<file path="src/rtl/histogram_engine.sv">
// Histogram phase engine: clears every bin in scratch memory, then does one
// read-modify-write increment per input pixel with saturating bin counters.
module histogram_engine #(
    parameter int PIXEL_W    = 8,
    parameter int BIN_W      = 16,
    parameter int NUM_PIXELS = 1024,
    parameter int IN_ADDR_W  = 10
) (
    input  logic                 clock,
    input  logic                 reset,
    input  logic                 histogram_start_pulse,
    input  logic                 histogram_en,
    output logic                 in_mem_rd_en,
    output logic [IN_ADDR_W-1:0] in_mem_addr,
    input  logic [PIXEL_W-1:0]   in_mem_rdata,
    output logic                 hist_rd_en,
    output logic                 hist_wr_en,
    output logic [PIXEL_W-1:0]   hist_addr,
    output logic [BIN_W-1:0]     hist_wdata,
    input  logic [BIN_W-1:0]     hist_rdata,
    output logic                 input_mem_done,
    output logic                 histogram_computation_done,
    output logic                 busy,
    output logic                 bin_saturate_fault
);

    typedef enum logic [2:0] {
        IDLE,
        CLEAR,
        FETCH,
        PIX_WAIT,
        BIN_RD,
        BIN_WR,
        DONE
    } state_t;

    localparam logic [IN_ADDR_W-1:0] LAST_PIX = IN_ADDR_W'(NUM_PIXELS - 1);

    state_t               state_q, state_d;
    logic [PIXEL_W-1:0]   clr_cnt_q, clr_cnt_d;
    logic [IN_ADDR_W-1:0] pix_cnt_q, pix_cnt_d;
    logic [PIXEL_W-1:0]   pix_q, pix_d;
    logic                 imd_q, imd_d;
    logic                 fault_q, fault_d;

    always_ff @(posedge clock or posedge reset) begin
        if (reset) begin
            state_q   <= IDLE;
            clr_cnt_q <= '0;
            pix_cnt_q <= '0;
            pix_q     <= '0;
            imd_q     <= 1'b0;
            fault_q   <= 1'b0;
        end else begin
            state_q   <= state_d;
            clr_cnt_q <= clr_cnt_d;
            pix_cnt_q <= pix_cnt_d;
            pix_q     <= pix_d;
            imd_q     <= imd_d;
            fault_q   <= fault_d;
        end
    end

    always_comb begin
        state_d      = state_q;
        clr_cnt_d    = clr_cnt_q;
        pix_cnt_d    = pix_cnt_q;
        pix_d        = pix_q;
        imd_d        = imd_q;
        fault_d      = fault_q;
        in_mem_rd_en = 1'b0;
        in_mem_addr  = '0;
        hist_rd_en   = 1'b0;
        hist_wr_en   = 1'b0;
        hist_addr    = '0;
        hist_wdata   = '0;
        histogram_computation_done = 1'b0;

        case (state_q)
            IDLE: begin
                if (histogram_start_pulse) begin
                    clr_cnt_d = '0;
                    pix_cnt_d = '0;
                    imd_d     = 1'b0;
                    fault_d   = 1'b0;
                    state_d   = CLEAR;
                end
            end
            CLEAR: begin
                if (histogram_en) begin
                    hist_wr_en = 1'b1;
                    hist_addr  = clr_cnt_q;
                    clr_cnt_d  = clr_cnt_q + 1'b1;
                    if (clr_cnt_q == '1) state_d = FETCH;
                end
            end
            FETCH: begin
                if (histogram_en) begin
                    in_mem_rd_en = 1'b1;
                    in_mem_addr  = pix_cnt_q;
                    state_d      = PIX_WAIT;
                end
            end
            PIX_WAIT: begin
                pix_d = in_mem_rdata;
                if (pix_cnt_q == LAST_PIX) imd_d = 1'b1;
                state_d = BIN_RD;
            end
            BIN_RD: begin
                if (histogram_en) begin
                    hist_rd_en = 1'b1;
                    hist_addr  = pix_q;
                    state_d    = BIN_WR;
                end
            end
            BIN_WR: begin
                // Not stallable: the bin read issued last cycle is only valid now.
                hist_wr_en = 1'b1;
                hist_addr  = pix_q;
                if (hist_rdata == '1) begin
                    hist_wdata = '1;
                    fault_d    = 1'b1;
                end else begin
                    hist_wdata = hist_rdata + BIN_W'(1);
                end
                if (pix_cnt_q == LAST_PIX) begin
                    state_d = DONE;
                end else begin
                    pix_cnt_d = pix_cnt_q + 1'b1;
                    state_d   = FETCH;
                end
            end
            DONE: begin
                histogram_computation_done = 1'b1;
                state_d = IDLE;
            end
            default: state_d = IDLE;
        endcase
    end

    assign input_mem_done     = imd_q;
    assign bin_saturate_fault = fault_q;
    assign busy               = (state_q != IDLE);

endmodule

</file>
<file path="config.mk">
export PLATFORM = sky130hd
export DESIGN_NAME = histogram_engine
export DESIGN_NICKNAME = d
export VERILOG_FILES = /design/src/rtl/histogram_engine.sv
export SDC_FILE = /design/constraint.sdc
export NUM_CORES = 1
export LEC_CHECK = 0
export CORE_UTILIZATION = 42
export CTS_CLUSTER_DIAMETER = 40
export CTS_CLUSTER_SIZE = 30
export DETAILED_ROUTE_END_ITERATION = 10
export HOLD_SLACK_MARGIN = 0.05
export PLACE_DENSITY_LB_ADDON = 0.08
export SYNTH_ARGS = -nofsm -noshare
export SYNTH_HDL_FRONTEND = slang
export SYNTH_SLANG_ARGS = --single-unit
</file>
<file path="constraint.sdc">
create_clock -name clock -period 1.8 [get_ports clock]
set_input_delay 0.27 -clock clock [delete_from_list [all_inputs] [get_ports clock]]
set_output_delay 0.27 -clock clock [all_outputs]
set_load 0.02 [all_outputs]
</file>
==> run_results.csv <==
group,metric,value,unit
placed_design,pre_cts_ws,-0.944,ns
worst_setup_path,cp-start-kind,"input port",
route,num_vias,2532,
clocking,root_buffer,"clkbuf_8",
global_routing,antenna_found_initial,0,
worst_setup_path,critical_path_arrival,1.70,ns
worst_setup_path,path_class,"in -> out",
global_routing,track_usage,0.279,
floorplan,die_area,0.00530,mm2
finish,nNetsFinal,416,
sta,hold_viol,0,
route,route.final.wire_length,7.43,mm
floorplan,pin_count,69,
clocking,cts_tree,"built",
worst_setup_path,timing.rr.start,"state_q[1]$_DFFE_PP0P_",
clocking,htreeDepth,2,
power_and_ir_drop,p_int,2330,uW
synth,synth_edf_count,0,
power_and_ir_drop,p_sw_frac,0.403,
clocking,hold_buffers,0,
worst_setup_path,crit_fanout,4,
sta,finalCriticalPeriod,1.97,ns
synth,netlist.area_leader.share,0.368,
global_routing,grt_pass1_wl,11.3,mm
clocking,clkSinkCount,31,
floorplan,fp.dieH,72.8,um
synth,synth_area_leaders,"dfrtp_1, mux2_2, a22o_1",
synth,syn_nets,275,
power_and_ir_drop,p_seq_frac,0.265,
floorplan,die_x,72.8,um
placed_design,placement.cell_area,0.00334,mm2
power_and_ir_drop,switchingPower,1570,uW
sta,rsz0062_at_grt,"true",
worst_setup_path,startpoint,"hist_rdata[5]",
worst_setup_path,cp-end-kind,"primary output",
sta,fin_worst_skew,0.00602,ns
synth,ys_seq_area_frac,0.368,
sta,slew_viol_final,0,
clocking,cts_buffers,5,
sta,max_slew.worst_pin.slew,0.436,ns
sta,finalSetupViolCount,39,
finish,layout_common_cells,"buf_4, buf_6, dfrtp_1, nand2_1, nor2_1",
route,first_pass_iters,4,
power_and_ir_drop,peakVddDrop,953,uV
placed_design,post-dp-hpwl,4.56,mm
worst_setup_path,worst_r2r_path_depth,6,
status,status,"finished with violations",
worst_setup_path,cp.required,1.53,ns
synth,netlist_instances,244,
synth,syn_area,0.00211,mm2
sta,setup_ws,-0.167,ns
floorplan,core.rowCount,25,
power_and_ir_drop,pwr-share-comb,0.582,
flow_run,drv_cap,0,
finish,fin_area,0.00387,mm2
synth,ys_ff_latch,31,
finish,drive_gt1_frac,0.516,
route,post_drt_wl_per_cell,16.4,um
synth,ys_warn_count,0,
finish,area_growth,83.6,%
route,drcViolationCount,0,
synth,yosysTopAreaCell,"dfrtp_1",
power_and_ir_drop,total_leakage_power,0.00173,uW
placed_design,gp_congestion,0.845,
status,violations,"setup timing",
synth,syn_area_per_cell,8.64,um2
placed_design,io_buffers,68,
synth,ys.flop_type,"dfrtp_1",
sta,finalSetupTns,-3.16,ns
sta,finalCritPeriodShare,1.09,
worst_setup_path,regToRegEndpoint,"clr_cnt_q[5]$_DFFE_PP0P_",
worst_setup_path,rrSetupSlack,-0.05,ns
floorplan,start_util,0.440,
route,drtAntennaViolNets,0,
route,routed_via_density,5.59,
global_routing,grt_overflow,0,
power_and_ir_drop,clkPwrFrac,0.153,
finish,fillers,285,
route,drt_iter0_drc,134,
finish,mostFrequentLayoutCell,"buf_4",
sta,clock.fmax,508,MHz
global_routing,grt_max_degree,32,
finish,multi_input_area,0.00155,mm2
placed_design,placed_cells,423,
clocking,clk_pin_slew_worst_paths,0.08,ns
finish,finalNonFillerCells,453,
sta,relSlewSlack,0.707,
synth,ys_types,46,
floorplan,core_area,0.00479,mm2
finish,register_area,779,um2
global_routing,grt_pass1_vias,2412,
power_and_ir_drop,p_per_area,1010,mW/mm2
finish,diodes,0,
worst_setup_path,endpoint,"hist_wdata[11]",
clocking,clk_latency,0.29,ns
clocking,clk_path_buf_depth,2,
synth,ys_async_sr_fraction,1.00,
worst_hold_path,hold_path_class,"in -> async",
[final cells by class]
cell class	count	area share
inverters	6	0.00647
flip-flops and latches	31	0.201
multi-input cells	195	0.401
clock buffers	5	0.0178
repair buffers	146	0.345
clock inverters	3	0.00614
well taps	67	0.0217
[critical path: stages]
cell           delay (ns)
dlygate4sd2_1        0.27
buf_4                0.16
nand4_1              0.08
nor2_1               0.21
a41oi_1              0.19
a311oi_2             0.32
buf_4                0.20
[through the flow]
stage / util / hold WS [ns] / power [uW]
after floorplan: - / 0.374 / 2010
after global placement: 0.698 / 0.466 / 2870
after detailed placement: 0.698 / 0.468 / 2900
after CTS: 0.756 / 0.368 / 3680
after global routing: 0.808 / 0.396 / 4130
final: 0.808 / 0.342 / 3910
[Yosys cell counts (2+ instances only)]
library cell and n:
o22ai_1 2, a22o_1 10, clkbuf_1 7, dfrtp_1 31, and3b_1 2, a211oi_1 2
and2_1 11, o211ai_1 3, nor2_1 22, xnor2_1 8, and4_1 4, a21oi_1 16
or3_1 2, nand3_1 10, o41ai_1 2, a31oi_1 3, nand4_1 12, nand2b_1 2
ha_1 3, o21ai_0 11, a31o_2 3, mux2_2 8, xor2_1 5, nand2_1 23
o311ai_0 4, buf_2 3, inv_1 6, nor3_1 8, and3_1 4
[logic make-up after synthesis]
logic type,after synthesis,share of synthesized area
AO/OA/AOI/OAI,60,0.194
AND/OR/NAND/NOR,110,0.284
flip-flops,31,0.368
multiplexers,9,0.0475
XOR/XNOR,13,0.0540
adder cells (fa/ha/maj),3,0.0178
buffers and inverters,18,0.0344
[state kept, by name, summed over array words and instances, names as in the netlist]
name / cells
bin_saturate_fault: 1
pix_cnt_q: 10
pix_q: 8
clr_cnt_q: 8
state_q: 3
input_mem_done: 1
[how the worst min path moves through the flow]
stage | start | to | slack, ns | cells after the start
4_1_cts | reset | clr_cnt_q[5]$_DFFE_PP0P_ | 0.37 | 3
6_report | reset | pix_q[3]$_DFFE_PP0N_ | 0.34 | 3
3_3_place_gp | input_mem_done$_DFFE_PP0P_ | input_mem_done$_DFFE_PP0P_ | 0.47 | 2
3_5_place_dp | input_mem_done$_DFFE_PP0P_ | input_mem_done$_DFFE_PP0P_ | 0.47 | 2
5_1_grt | reset | pix_q[3]$_DFFE_PP0N_ | 0.40 | 3
2_1_floorplan | reset | bin_saturate_fault$_DFFE_PP0P_ | 0.37 | 1
[layer usage]
| layer | share of wire | global-route usage |
|---|---|---|
| met3 | 0.044 | 0.0594 |
| met4 | 0.025 | 0.131 |
| met5 | 0 | 0 |
| met2 | 0.52 | 0.470 |
| met1 | 0.42 | 0.339 |
[power groups by stage]
stage	logic (uW)	clock network (uW)	registers (uW)
floorplan	1020	0	985
global placement	1850	0	1020
detailed placement	1870	0	1030
CTS	2060	595	1030
global route	2440	630	1060
finish	2270	598	1040
[repair_timing]
action / CTS / global route
setup endpoints to repair: 51 / 43
resized for setup: 260 / 81
buffers inserted: 13 / 8
pin swaps: 23 / 13
cloned: 2 / 0
Power figures use the tool's default switching activity.
